<file path="config.mk">
export PLATFORM = sky130hd
export DESIGN_NAME = router_vc_fifo_flat
export DESIGN_NICKNAME = d
export VERILOG_FILES = /design/src/rtl/router_vc_fifo_if.sv /design/src/rtl/router_vc_fifo.sv /design/src/flat_wrapper.sv
export SDC_FILE = /design/constraint.sdc
export NUM_CORES = 1
export LEC_CHECK = 0
export CAP_MARGIN = 20
export CORE_MARGIN = 1
export CORE_UTILIZATION = 35
export CTS_CLUSTER_SIZE = 25
export DETAILED_ROUTE_END_ITERATION = 8
export PLACE_DENSITY = 0.55
export REMOVE_ABC_BUFFERS = 1
export SYNTH_ARGS = -nofsm -noshare
export SYNTH_HDL_FRONTEND = slang
export SYNTH_SLANG_ARGS = --single-unit
export TNS_END_PERCENT = 20
</file>
<file path="constraint.sdc">
create_clock -name clk -period 7.9 [get_ports clk]
set_input_delay 1.58 -clock clk [delete_from_list [all_inputs] [get_ports clk]]
set_output_delay 1.58 -clock clk [all_outputs]
set_load 0.01 [all_outputs]
</file>
<file path="src/rtl/router_vc_fifo_if.sv">
// router_vc_fifo_if
//   Bundles the shared write port, per-VC read requests and per-VC status/data
//   of the multi-VC router input buffer.
//   master : producer/VC-allocator side (drives wrreq, wr_vc, data_in, rdreq)
//   slave  : the buffer itself
//   Signals:
//     wrreq        push data_in into VC wr_vc
//     wr_vc        target VC of the write
//     data_in      flit to push
//     rdreq        per-VC pop request
//     empty/full/almost_full/has_tail   per-VC status
//     data_out     head flit per VC
//     credit_out   per-VC credit pulse (only with ROUTER_VC_FIFO_CREDIT_EN)
interface router_vc_fifo_if #(
    parameter int NumVc = 2,
    parameter int Width = 66
);
    localparam int VcW = (NumVc > 1) ? $clog2(NumVc) : 1;

    logic                          wrreq;
    logic [VcW-1:0]                wr_vc;
    logic [Width-1:0]              data_in;
    logic [NumVc-1:0]              rdreq;
    logic [NumVc-1:0]              empty;
    logic [NumVc-1:0]              full;
    logic [NumVc-1:0]              almost_full;
    logic [NumVc-1:0]              has_tail;
    logic [NumVc-1:0][Width-1:0]   data_out;
`ifdef ROUTER_VC_FIFO_CREDIT_EN
    logic [NumVc-1:0]              credit_out;

    modport master (
        output wrreq, wr_vc, data_in, rdreq,
        input  empty, full, almost_full, has_tail, data_out, credit_out
    );
    modport slave (
        input  wrreq, wr_vc, data_in, rdreq,
        output empty, full, almost_full, has_tail, data_out, credit_out
    );
`else
    modport master (
        output wrreq, wr_vc, data_in, rdreq,
        input  empty, full, almost_full, has_tail, data_out
    );
    modport slave (
        input  wrreq, wr_vc, data_in, rdreq,
        output empty, full, almost_full, has_tail, data_out
    );
`endif
endinterface

</file>
<file path="src/rtl/router_vc_fifo.sv">
// router_vc_fifo
//   Multi-virtual-channel input buffer: NumVc independent circular FIFOs that
//   share one write port, each with its own read port, occupancy flags and a
//   count of stored tail/single flits so the allocator only schedules complete
//   packets.
//   Ports:
//     clk   rising-edge clock
//     rst   synchronous active-high reset (clears contents, pointers, flags)
//     bus   router_vc_fifo_if.slave (write port, per-VC read/status/data)
//   Optional feature macro: ROUTER_VC_FIFO_CREDIT_EN adds bus.credit_out, a
//   one-cycle per-VC pulse after every valid read or bypass.
module router_vc_fifo #(
    parameter bit BypassEnable  = 1'b1,
    parameter int NumVc         = 2,
    parameter int Depth         = 4,
    parameter int Width         = 66,
    parameter int AlmostFullThr = 1
) (
    input  logic              clk,
    input  logic              rst,
    router_vc_fifo_if.slave   bus
);
    localparam int VcW  = (NumVc > 1) ? $clog2(NumVc) : 1;
    localparam int PtrW = $clog2(Depth);
    localparam int CntW = $clog2(Depth + 1);

    logic [NumVc-1:0] w_hit;
    logic [NumVc-1:0] w_empty;
    logic [NumVc-1:0] w_full;
    logic [NumVc-1:0] w_bypass;
    logic [NumVc-1:0] w_push;
    logic [NumVc-1:0] w_pop;

    for (genvar v = 0; v < NumVc; v++) begin : g_vc
        logic [Width-1:0] r_mem [Depth];
        logic [PtrW-1:0]  r_head;
        logic [PtrW-1:0]  r_tail;
        logic [CntW-1:0]  r_used;
        logic [CntW-1:0]  r_tailcnt;
        logic [Width-1:0] w_head_flit;
        logic             w_in_tail;
        logic             w_head_tail;
        logic             w_tc_inc;
        logic             w_tc_dec;

        assign w_hit[v]   = bus.wrreq && (bus.wr_vc == VcW'(v));
        assign w_empty[v] = (r_used == '0);
        assign w_full[v]  = (r_used == CntW'(Depth));

        // A flit that is read in the same cycle it arrives at an empty VC is
        // forwarded straight through and never stored.
        assign w_bypass[v] = BypassEnable && w_empty[v] && w_hit[v] && bus.rdreq[v];
        assign w_push[v]   = w_hit[v] && !w_full[v] && !w_bypass[v];
        assign w_pop[v]    = bus.rdreq[v] && !w_empty[v];

        assign w_head_flit = r_mem[r_head];
        // Types 01 (tail) and 11 (single) both end a packet: low type bit set.
        assign w_in_tail   = bus.data_in[Width-2];
        assign w_head_tail = w_head_flit[Width-2];
        assign w_tc_inc    = w_push[v] && w_in_tail;
        assign w_tc_dec    = w_pop[v] && w_head_tail;

        assign bus.empty[v]       = w_empty[v];
        assign bus.full[v]        = w_full[v];
        assign bus.almost_full[v] = (CntW'(Depth) - r_used) <= CntW'(AlmostFullThr);
        assign bus.has_tail[v]    = (r_tailcnt != '0);
        assign bus.data_out[v]    = (BypassEnable && w_empty[v]) ? bus.data_in : w_head_flit;

        always_ff @(posedge clk) begin
            if (rst) begin
                for (int d = 0; d < Depth; d++) begin
                    r_mem[d] <= '0;
                end
                r_head    <= '0;
                r_tail    <= '0;
                r_used    <= '0;
                r_tailcnt <= '0;
            end else begin
                if (w_push[v]) begin
                    r_mem[r_tail] <= bus.data_in;
                    r_tail        <= (r_tail == PtrW'(Depth - 1)) ? '0 : r_tail + PtrW'(1);
                end
                if (w_pop[v]) begin
                    r_head <= (r_head == PtrW'(Depth - 1)) ? '0 : r_head + PtrW'(1);
                end
                case ({w_push[v], w_pop[v]})
                    2'b10:   r_used <= r_used + CntW'(1);
                    2'b01:   r_used <= r_used - CntW'(1);
                    default: r_used <= r_used;
                endcase
                case ({w_tc_inc, w_tc_dec})
                    2'b10:   r_tailcnt <= r_tailcnt + CntW'(1);
                    2'b01:   r_tailcnt <= r_tailcnt - CntW'(1);
                    default: r_tailcnt <= r_tailcnt;
                endcase
            end
        end

        a_ptr_range : assert property (@(posedge clk) disable iff (rst)
            (32'(r_head) < Depth) && (32'(r_tail) < Depth));
        a_used_range : assert property (@(posedge clk) disable iff (rst)
            32'(r_used) <= Depth);
        a_full_empty : assert property (@(posedge clk) disable iff (rst)
            !(w_full[v] && w_empty[v]));
        a_tailcnt : assert property (@(posedge clk) disable iff (rst)
            r_tailcnt <= r_used);
    end

`ifdef ROUTER_VC_FIFO_CREDIT_EN
    logic [NumVc-1:0] r_credit;

    always_ff @(posedge clk) begin
        if (rst) begin
            r_credit <= '0;
        end else begin
            r_credit <= w_pop | w_bypass;
        end
    end

    assign bus.credit_out = r_credit;
`endif

endmodule

</file>
<file path="src/flat_wrapper.sv">
// flat-port wrapper written by rule: the top's interface ports become plain ports
module router_vc_fifo_flat 
#(
    parameter bit BypassEnable  = 1'b1,
    parameter int NumVc         = 2,
    parameter int Depth         = 4,
    parameter int Width         = 66,
    parameter int AlmostFullThr = 1
)
  (clk, rst, bus_wrreq, bus_wr_vc, bus_data_in, bus_rdreq, bus_empty, bus_full, bus_almost_full, bus_has_tail, bus_data_out);
  router_vc_fifo_if #(.NumVc(NumVc), .Width(Width)) bus_i ();
  input  logic clk;
  input  logic rst;
  input wire logic [$bits(bus_i.wrreq)-1:0] bus_wrreq;
  input wire logic [$bits(bus_i.wr_vc)-1:0] bus_wr_vc;
  input wire logic [$bits(bus_i.data_in)-1:0] bus_data_in;
  input wire logic [$bits(bus_i.rdreq)-1:0] bus_rdreq;
  output wire logic [$bits(bus_i.empty)-1:0] bus_empty;
  output wire logic [$bits(bus_i.full)-1:0] bus_full;
  output wire logic [$bits(bus_i.almost_full)-1:0] bus_almost_full;
  output wire logic [$bits(bus_i.has_tail)-1:0] bus_has_tail;
  output wire logic [$bits(bus_i.data_out)-1:0] bus_data_out;
  assign bus_i.wrreq = bus_wrreq;
  assign bus_i.wr_vc = bus_wr_vc;
  assign bus_i.data_in = bus_data_in;
  assign bus_i.rdreq = bus_rdreq;
  assign bus_empty = bus_i.empty;
  assign bus_full = bus_i.full;
  assign bus_almost_full = bus_i.almost_full;
  assign bus_has_tail = bus_i.has_tail;
  assign bus_data_out = bus_i.data_out;
  router_vc_fifo #(.BypassEnable(BypassEnable), .NumVc(NumVc), .Depth(Depth), .Width(Width), .AlmostFullThr(AlmostFullThr)) u_core (.clk(clk), .rst(rst), .bus(bus_i));
endmodule
</file>
==> metrics.txt, run 1 <==
# TYPE chip_impl_metric gauge
chip_impl_metric{name="p_clk_share",unit="%"} 30.2
chip_impl_metric{name="timing.final.max_slew_violations",unit=""} 0
chip_impl_info{name="tritoncts",value="done"} 1
chip_impl_metric{name="whs_path_depth",unit=""} 2
chip_impl_metric{name="synth-seq-cells",unit=""} 552
chip_impl_metric{name="floorplan.io_pins",unit=""} 212
chip_impl_metric{name="maxSlewHeadroom",unit="%"} 28.6
chip_impl_metric{name="cp_data_arrival_time",unit="ps"} 3720
chip_impl_info{name="timing.critical_path.from_type",value="flip-flop"} 1
chip_impl_metric{name="mappedNetlistArea",unit="um2"} 25600
chip_impl_metric{name="total_switching_power",unit="W"} 0.00259
chip_impl_metric{name="ctsHoldBuffers",unit=""} 0
chip_impl_metric{name="synth_seq_area_share",unit="%"} 63.7
chip_impl_metric{name="global_route.usage.met2",unit="%"} 29.7
chip_impl_metric{name="post_cts_resized",unit=""} 0
chip_impl_info{name="setup_repair_after_global_routing_missed_its_margin",value="no"} 1
chip_impl_metric{name="pwr_density_cell",unit="nW/um2"} 296
chip_impl_metric{name="preCtsSetupSlack",unit="ps"} 3070
chip_impl_metric{name="internal-power",unit="W"} 0.00648
chip_impl_metric{name="chipHeight",unit="um"} 273
chip_impl_metric{name="clock_tree.buffer_depth",unit=""} 3
chip_impl_metric{name="comb_power_share",unit="%"} 30.6
chip_impl_metric{name="worst_skew_pair.late_latency",unit="ps"} 620
chip_impl_metric{name="global_route.overflow_total",unit=""} 0
chip_impl_metric{name="postSynthAreaPerCell",unit="um2"} 16.1
chip_impl_metric{name="worst_r2r_path_depth",unit=""} 8
chip_impl_metric{name="worstPathMaxFanout",unit=""} 39
chip_impl_metric{name="route.detailed.wl_per_inst",unit="um"} 24.4
chip_impl_metric{name="fin_total_pwr",unit="W"} 0.00907
chip_impl_metric{name="timing.final.ws_setup",unit="ps"} 2600
chip_impl_metric{name="timing.final.hold_violations",unit=""} 0
chip_impl_metric{name="floorplan.initialDensity",unit="%"} 35.6
chip_impl_metric{name="synth.lib_cells_used.distinct",unit=""} 36
chip_impl_metric{name="totalWireLength",unit="um"} 67700
chip_impl_info{name="globalRoute.busiestLayer",value="met2"} 1
chip_impl_metric{name="multiInputGateArea",unit="um2"} 8800
chip_impl_metric{name="drc",unit=""} 0
chip_impl_metric{name="grt_util_met3",unit="%"} 3.29
chip_impl_metric{name="htreeDepth",unit=""} 2
chip_impl_metric{name="final.setup.tns",unit="ps"} 0
chip_impl_metric{name="setup_viol",unit=""} 0
chip_impl_metric{name="tritoncts.num_buffers",unit=""} 58
chip_impl_metric{name="max_freq",unit="MHz"} 189
chip_impl_metric{name="post-route-period-util",unit="%"} 67.1
chip_impl_metric{name="ff_latch_area",unit="um2"} 16400
chip_impl_metric{name="n_fill_cell",unit=""} 6400
chip_impl_metric{name="drt-pass1-iter-count",unit=""} 7
chip_impl_metric{name="met1_usage",unit="%"} 25.6
chip_impl_metric{name="area.growth.synth_to_final",unit="%"} 19.4
chip_impl_metric{name="synth_cells",unit=""} 1591
chip_impl_metric{name="drv.max_cap_violation_count",unit=""} 0
chip_impl_metric{name="drive_gt1_share",unit="%"} 21.6
chip_impl_metric{name="design.core.area",unit="um2"} 72000
chip_impl_metric{name="final_cell_area",unit="um2"} 30600
chip_impl_metric{name="critPathRequiredTime",unit="ps"} 6320
chip_impl_metric{name="design.final.nets",unit=""} 1874
chip_impl_metric{name="synth-warning-count",unit=""} 0
chip_impl_metric{name="p_seq_share",unit="%"} 39.3
chip_impl_metric{name="fin_worst_skew",unit="ps"} 15.1
chip_impl_metric{name="grt_pass1_vias",unit=""} 15100
chip_impl_metric{name="share_of_total_power_consumed_by_net_switching",unit="%"} 28.6
chip_impl_metric{name="drt_first_iter_violations",unit=""} 1012
chip_impl_metric{name="period_minus_slack",unit="ps"} 5300
chip_impl_info{name="worstSetupEndpointType",value="output port"} 1
chip_impl_metric{name="vias",unit=""} 14100
chip_impl_metric{name="route.antenna.remaining_nets",unit=""} 0
chip_impl_metric{name="dieArea",unit="um2"} 74300
chip_impl_metric{name="worst_ir_drop_vdd",unit="mV"} 0.186
chip_impl_metric{name="grt_max_degree",unit=""} 67
chip_impl_metric{name="grt_first_pass_wirelength",unit="um"} 99700
chip_impl_metric{name="timing_worst_slew_pin_value",unit="ps"} 1070
chip_impl_metric{name="post_cts_buffers",unit=""} 0
chip_impl_info{name="outcome",value="complete, no violations"} 1
chip_impl_metric{name="floorplan.die.width",unit="um"} 273
chip_impl_metric{name="clock_sink_count",unit=""} 552
chip_impl_metric{name="initial_antenna_violation_count",unit=""} 8
chip_impl_metric{name="grtUsageTotal",unit="%"} 18.2
chip_impl_info{name="clockRootBuffer",value="sky130_fd_sc_hd__clkbuf_16"} 1
chip_impl_metric{name="gp_congestion",unit=""} 0.729
chip_impl_metric{name="clk_pin_slew",unit="ps"} 60
chip_impl_metric{name="p_leak",unit="nW"} 10.8
chip_impl_metric{name="io_buffers",unit=""} 211
chip_impl_metric{name="dp_hpwl",unit="um"} 37800
chip_impl_info{name="criticalPathCategory",value="reg -> out"} 1
chip_impl_metric{name="placed_cell_area",unit="um2"} 28700
chip_impl_metric{name="post_drt_via_cell_ratio",unit=""} 5.08
chip_impl_info{name="hp-class",value="reg -> reg"} 1
chip_impl_metric{name="placementRows",unit=""} 98
==> worst max-delay path, cell delays in order, from the launching register on <==
cell and delay, ps:
sky130_fd_sc_hd__dfxtp_4 960, sky130_fd_sc_hd__buf_4 680, sky130_fd_sc_hd__mux4_2 650, sky130_fd_sc_hd__mux2_2 300, sky130_fd_sc_hd__clkdlybuf4s50_1 480
==> cell usage after synthesis <==
master	n	share of area, %
sky130_fd_sc_hd__mux4_2	130	11
sky130_fd_sc_hd__clkbuf_2	11	0.21
sky130_fd_sc_hd__nor2_1	24	0.35
sky130_fd_sc_hd__nor4b_4	2	0.19
sky130_fd_sc_hd__mux2_2	133	5.8
sky130_fd_sc_hd__inv_1	18	0.26
sky130_fd_sc_hd__nor2b_1	2	0.049
sky130_fd_sc_hd__a21oi_1	12	0.23
sky130_fd_sc_hd__a211oi_1	1	0.029
sky130_fd_sc_hd__o21a_1	2	0.059
sky130_fd_sc_hd__xor2_1	7	0.24
sky130_fd_sc_hd__buf_1	9	0.13
sky130_fd_sc_hd__xnor2_1	1	0.034
sky130_fd_sc_hd__buf_6	4	0.18
sky130_fd_sc_hd__nand3_1	1	0.020
sky130_fd_sc_hd__dfxtp_1	24	1.9
sky130_fd_sc_hd__clkbuf_1	50	0.73
sky130_fd_sc_hd__nand2b_1	7	0.17
sky130_fd_sc_hd__mux2i_1	9	0.35
sky130_fd_sc_hd__a31o_2	2	0.068
sky130_fd_sc_hd__and2_1	527	13
sky130_fd_sc_hd__ha_1	16	0.78
sky130_fd_sc_hd__buf_2	20	0.39
sky130_fd_sc_hd__or4_1	1	0.029
sky130_fd_sc_hd__nand4_1	1	0.024
sky130_fd_sc_hd__a211o_4	1	0.068
sky130_fd_sc_hd__nor4_4	4	0.33
sky130_fd_sc_hd__or3_1	6	0.15
sky130_fd_sc_hd__nor3_1	3	0.059
sky130_fd_sc_hd__buf_4	11	0.32
sky130_fd_sc_hd__nand2_1	7	0.10
sky130_fd_sc_hd__fa_1	4	0.31
sky130_fd_sc_hd__edfxtp_1	528	62
sky130_fd_sc_hd__o31ai_1	1	0.029
sky130_fd_sc_hd__o21ai_0	6	0.12
sky130_fd_sc_hd__or2_2	6	0.15
==> placed cells by master (no fill, tap or decap), types with 4 or more instances in the layout <==
cell	count
sky130_fd_sc_hd__clkinv_1	9
sky130_fd_sc_hd__nand2_1	7
sky130_fd_sc_hd__and2_1	527
sky130_fd_sc_hd__dfxtp_1	20
sky130_fd_sc_hd__edfxtp_1	528
sky130_fd_sc_hd__inv_1	18
sky130_fd_sc_hd__bufinv_16	6
sky130_fd_sc_hd__mux4_2	130
sky130_fd_sc_hd__nor4_4	4
sky130_fd_sc_hd__ha_1	14
sky130_fd_sc_hd__mux2_2	133
sky130_fd_sc_hd__a21oi_1	12
sky130_fd_sc_hd__xor2_1	7
sky130_fd_sc_hd__mux2i_1	9
sky130_fd_sc_hd__o21ai_0	6
sky130_fd_sc_hd__or2_4	6
sky130_fd_sc_hd__nand2b_1	7
sky130_fd_sc_hd__clkbuf_8	5
sky130_fd_sc_hd__clkinv_2	5
sky130_fd_sc_hd__clkbuf_16	58
sky130_fd_sc_hd__nor2_1	23
sky130_fd_sc_hd__buf_4	24
sky130_fd_sc_hd__fa_1	4
sky130_fd_sc_hd__or3_1	6
sky130_fd_sc_hd__dfxtp_4	4
sky130_fd_sc_hd__clkbuf_1	11
sky130_fd_sc_hd__clkdlybuf4s50_1	211
==> layer usage <==
layer / wire (um) / share of wire (%)
met3: 3710 / 5.5
met4: 941 / 1.4
met5: 23 / 0.034
met1: 30200 / 45
met2: 32800 / 48
==> cell type report <==
type | instances | area share [%]
inverter | 18 | 0.221
tap | 950 | 3.88
multi-input combinational | 916 | 28.8
clock inverter | 29 | 1.05
antenna | 1 | 0.00818
clock buffer | 74 | 5.10
timing repair buffer | 236 | 7.55
sequential | 552 | 53.4
==> power groups by stage <==
stage / clock network [W] / registers [W] / logic, W
after floorplan: 0 / 0.00361 / 0.00150
after global placement: 0 / 0.00363 / 0.00282
after detailed placement: 0 / 0.00363 / 0.00282
after CTS: 0.00280 / 0.00357 / 0.00284
after global routing: 0.00290 / 0.00360 / 0.00295
final: 0.00274 / 0.00356 / 0.00277
==> path summary, 6_finish.rpt <==
kind | start | end | slack, ps
worst max register to register | u_core.g_vc[0].r_used[0] | u_core.g_vc[0].r_mem[1][27] | 3950
worst min-delay path | u_core.g_vc[1].r_head[1] | flip-flop | 480
worst min register to register | u_core.g_vc[1].r_head[1] | flip-flop | 480
worst max-delay path | flip-flop | bus_data_out[32] | 2600
==> stage by stage <==
step / util (%) / instances / hold WS (ps)
detailed placement: 39.9 / 2672 / 466
finish: 42.5 / 2776 / 475
global route: 42.5 / 2775 / 493
floorplan: - / 1486 / 447
CTS: 42.5 / 2775 / 479
global placement: 39.9 / 2671 / 457
==> state kept, by name, summed over array words and instances, names as in the netlist, named ones only <==
register               cells
u_core.g_vc.r_mem        528
u_core.g_vc.r_tailcnt      6
u_core.g_vc.r_used         6
u_core.g_vc.r_head         4
u_core.g_vc.r_tail         4
==> cells by family (layout without fill, tap and decap cells) <==
group	Yosys count	in the layout	share of synthesized area [%]
buffers and inverters	123	357	2.23
other	0	1	0
and+or+nand+nor	591	591	14.5
adders and majority gates	20	20	1.09
DFF	552	552	63.7
xor gates and xnor gates	8	8	0.273
muxes	272	272	17.6
AOI/OAI and AO/OA	25	25	0.605
No activity file was read; power rests on OpenSTA's default activity.
==> run 2: changes to the inputs <==
clock period = 5.6 ns   (was 7.9 ns; I/O delays follow)
==> run 2 against run 1 <==
- critical path depth grew 2
- via count fell by 0.31%
- sequential share of layout area fell by 0.28 points
- non-clock buffer count is 7 higher
- register-to-register slack worse by 1800 ps
- sequential power up 40%
- combinational power up 43%
- first-iteration DRC count up 0.59%
- design area grew 0.52%
==> metrics.txt, run 2 (synthesized netlist as in run 1, its figures left out) <==
# TYPE chip_impl_metric gauge
chip_impl_metric{name="comb_power_share",unit="%"} 30.7
chip_impl_metric{name="grt_pass1_vias",unit=""} 15000
chip_impl_metric{name="total_switching_power",unit="W"} 0.00369
chip_impl_info{name="timing.critical_path.from_type",value="flip-flop"} 1
chip_impl_metric{name="ctsHoldBuffers",unit=""} 0
chip_impl_metric{name="flip_flop_count_of_the_largest_register_all_copies_and_words_added",unit=""} 528
chip_impl_metric{name="post_cts_resized",unit=""} 0
chip_impl_metric{name="final_core_util",unit="%"} 42.7
chip_impl_metric{name="fin_total_pwr",unit="W"} 0.0129
chip_impl_metric{name="fin_worst_skew",unit="ps"} 11.7
chip_impl_metric{name="clock_tree.buffer_depth",unit=""} 3
chip_impl_metric{name="initial_antenna_violation_count",unit=""} 4
chip_impl_metric{name="vias",unit=""} 14000
chip_impl_metric{name="count_of_inserted_antenna_diode_cells",unit=""} 0
chip_impl_metric{name="global_route.overflow_total",unit=""} 0
chip_impl_metric{name="max_freq",unit="MHz"} 223
chip_impl_info{name="largest_register",value="u_core.g_vc.r_mem"} 1
chip_impl_metric{name="drc",unit=""} 0
chip_impl_metric{name="p_seq_share",unit="%"} 38.8
chip_impl_metric{name="worst_skew_pair.late_latency",unit="ps"} 620
chip_impl_metric{name="share_of_total_power_consumed_by_net_switching",unit="%"} 28.6
chip_impl_metric{name="grt_first_pass_wirelength",unit="um"} 98500
chip_impl_metric{name="gp_congestion",unit=""} 0.728
chip_impl_metric{name="tritoncts.num_buffers",unit=""} 59
chip_impl_metric{name="timing.final.max_slew_violations",unit=""} 0
chip_impl_metric{name="ff_latch_area",unit="um2"} 16400
chip_impl_info{name="worst_path_max_delay_cell",value="sky130_fd_sc_hd__ha_4"} 1
chip_impl_info{name="timing.critical_path.max_delay_family",value="buffers and inverters"} 1
chip_impl_metric{name="timing.critical_path.slowest_cell_delay",unit="ps"} 710
chip_impl_metric{name="floorplan.initialDensity",unit="%"} 35.6
chip_impl_info{name="setup_repair_after_global_routing_missed_its_margin",value="no"} 1
chip_impl_metric{name="io_buffers",unit=""} 211
chip_impl_info{name="clockRootBuffer",value="sky130_fd_sc_hd__clkbuf_16"} 1
chip_impl_metric{name="worst_ir_drop_vdd",unit="mV"} 0.343
chip_impl_metric{name="instances_no_fill",unit=""} 2787
chip_impl_metric{name="drv.max_cap_violation_count",unit=""} 0
chip_impl_metric{name="pwr_density_cell",unit="nW/um2"} 419
chip_impl_metric{name="p_clk_share",unit="%"} 30.5
chip_impl_metric{name="dp_hpwl",unit="um"} 37300
chip_impl_metric{name="drive_gt1_share",unit="%"} 22.0
chip_impl_metric{name="post_drt_via_cell_ratio",unit=""} 5.04
chip_impl_metric{name="critPathRequiredTime",unit="ps"} 4480
chip_impl_metric{name="htreeDepth",unit=""} 2
chip_impl_metric{name="post_cts_buffers",unit=""} 0
chip_impl_metric{name="maxSlewHeadroom",unit="%"} 30.6
chip_impl_info{name="most-common-layout-cells",value="sky130_fd_sc_hd__edfxtp_1 (528), sky130_fd_sc_hd__and2_1 (527), sky130_fd_sc_hd__clkdlybuf4s50_1 (211), sky130_fd_sc_hd__mux2_2 (133), sky130_fd_sc_hd__mux4_2 (130)"} 1
chip_impl_info{name="tritoncts",value="done"} 1
chip_impl_metric{name="worstPathMaxFanout",unit=""} 49
chip_impl_metric{name="dp.cells",unit=""} 2679
chip_impl_info{name="hp-class",value="reg -> reg"} 1
chip_impl_metric{name="area.growth.synth_to_final",unit="%"} 20.0
chip_impl_metric{name="chipHeight",unit="um"} 273
chip_impl_metric{name="critical_path_buf_inv_count",unit=""} 3
chip_impl_metric{name="drt-pass1-iter-count",unit=""} 5
chip_impl_metric{name="route.antenna.remaining_nets",unit=""} 0
chip_impl_metric{name="floorplan.io_pins",unit=""} 212
chip_impl_metric{name="design.final.nets",unit=""} 1882
chip_impl_metric{name="n_fill_cell",unit=""} 6346
chip_impl_metric{name="final.setup.tns",unit="ps"} 0
chip_impl_metric{name="clock_sink_count",unit=""} 552
chip_impl_metric{name="floorplan.die.width",unit="um"} 273
chip_impl_metric{name="drt_first_iter_violations",unit=""} 1018
chip_impl_metric{name="totalWireLength",unit="um"} 66500
chip_impl_metric{name="design.core.area",unit="um2"} 72000
chip_impl_metric{name="clk_pin_slew",unit="ps"} 60
chip_impl_metric{name="placementRows",unit=""} 98
chip_impl_info{name="outcome",value="complete, no violations"} 1
chip_impl_info{name="worstSetupEndpointType",value="output port"} 1
chip_impl_metric{name="p_leak",unit="nW"} 10.9
chip_impl_metric{name="period_minus_slack",unit="ps"} 4490
chip_impl_metric{name="cp_data_arrival_time",unit="ps"} 3370
chip_impl_metric{name="grt_max_degree",unit=""} 67
chip_impl_metric{name="dieArea",unit="um2"} 74300
chip_impl_metric{name="grtUsageTotal",unit="%"} 17.9
chip_impl_metric{name="timing.final.hold_violations",unit=""} 0
chip_impl_metric{name="setup_viol",unit=""} 0
chip_impl_info{name="worstPathCellList",value="inv_1 > ha_1 > ha_4 > buf_4 > mux2_2 > clkdlybuf4s50_1"} 1
chip_impl_metric{name="internal-power",unit="W"} 0.00920
chip_impl_metric{name="multiInputGateArea",unit="um2"} 8800
chip_impl_metric{name="route.detailed.wl_per_inst",unit="um"} 23.8
chip_impl_info{name="layout.cells.most_common",value="sky130_fd_sc_hd__edfxtp_1"} 1
chip_impl_metric{name="timing_worst_slew_pin_value",unit="ps"} 1040
chip_impl_info{name="criticalPathCategory",value="reg -> out"} 1
chip_impl_info{name="reg_top3",value="u_core.g_vc.r_mem: 528 flops, u_core.g_vc.r_tailcnt: 6 flops, u_core.g_vc.r_used: 6 flops"} 1
chip_impl_metric{name="post-route-period-util",unit="%"} 80.2
-- run 2: worst paths after layout --
path,startpoint,end,slack (ps),cells after the start
hold / removal,u_core.g_vc[0].r_head[1],flip-flop,480,2
hold reg to reg,u_core.g_vc[0].r_head[1],flip-flop,480,2
setup reg to reg,u_core.g_vc[1].r_used[0],u_core.g_vc[1].r_used[2],2190,12
setup / recovery,u_core.g_vc[0].r_used[0],bus_data_out[60],1110,6
-- run 2: through the flow --
step           setup WS [ps]  hold slack [ps]  area [um2]
2_1_floorplan            749              447       25100
3_3_place_gp            1570              462       28800
3_5_place_dp            1510              465       28800
4_1_cts                 1020              478       30800
5_1_grt                  877              495       30800
6_report                1110              479       30800
-- run 2: power by group through the flow --
stage | combinational [W] | sequential [W] | clock [W]
after global placement | 0.00403 | 0.00508 | 0
after floorplan | 0.00211 | 0.00510 | 0
after global routing | 0.00423 | 0.00504 | 0.00416
final | 0.00396 | 0.00500 | 0.00393
after CTS | 0.00407 | 0.00501 | 0.00401
after detailed placement | 0.00405 | 0.00510 | 0
-- run 2: area by class of cell --
cell class / instances / area share [%]
clock buffer: 68 / 4.98
timing repair buffer: 243 / 7.91
clock inverter: 40 / 1.27
sequential: 552 / 53.1
tap: 950 / 3.86
multi-input combinational: 916 / 28.6
inverter: 18 / 0.220
-- run 2: worst register-to-register path, stage by stage, from the launching register on --
cell	delay, ps
sky130_fd_sc_hd__dfxtp_1	340
sky130_fd_sc_hd__inv_1	110
sky130_fd_sc_hd__ha_1	210
sky130_fd_sc_hd__ha_4	630
sky130_fd_sc_hd__and2_1	500
sky130_fd_sc_hd__nor3_1	190
sky130_fd_sc_hd__inv_1	130
sky130_fd_sc_hd__ha_1	210
sky130_fd_sc_hd__inv_1	70
sky130_fd_sc_hd__fa_1	370
sky130_fd_sc_hd__xor2_1	150
sky130_fd_sc_hd__or3_1	300
sky130_fd_sc_hd__a21oi_1	140
-- run 2: metal layers --
metal	part of all wire, %	GRT usage [%]	wire (um)
met2	48	29.5	32200
met5	0.056	0	37
met4	1.4	3.39	935
met3	5.1	2.96	3380
met1	45	25.0	30000
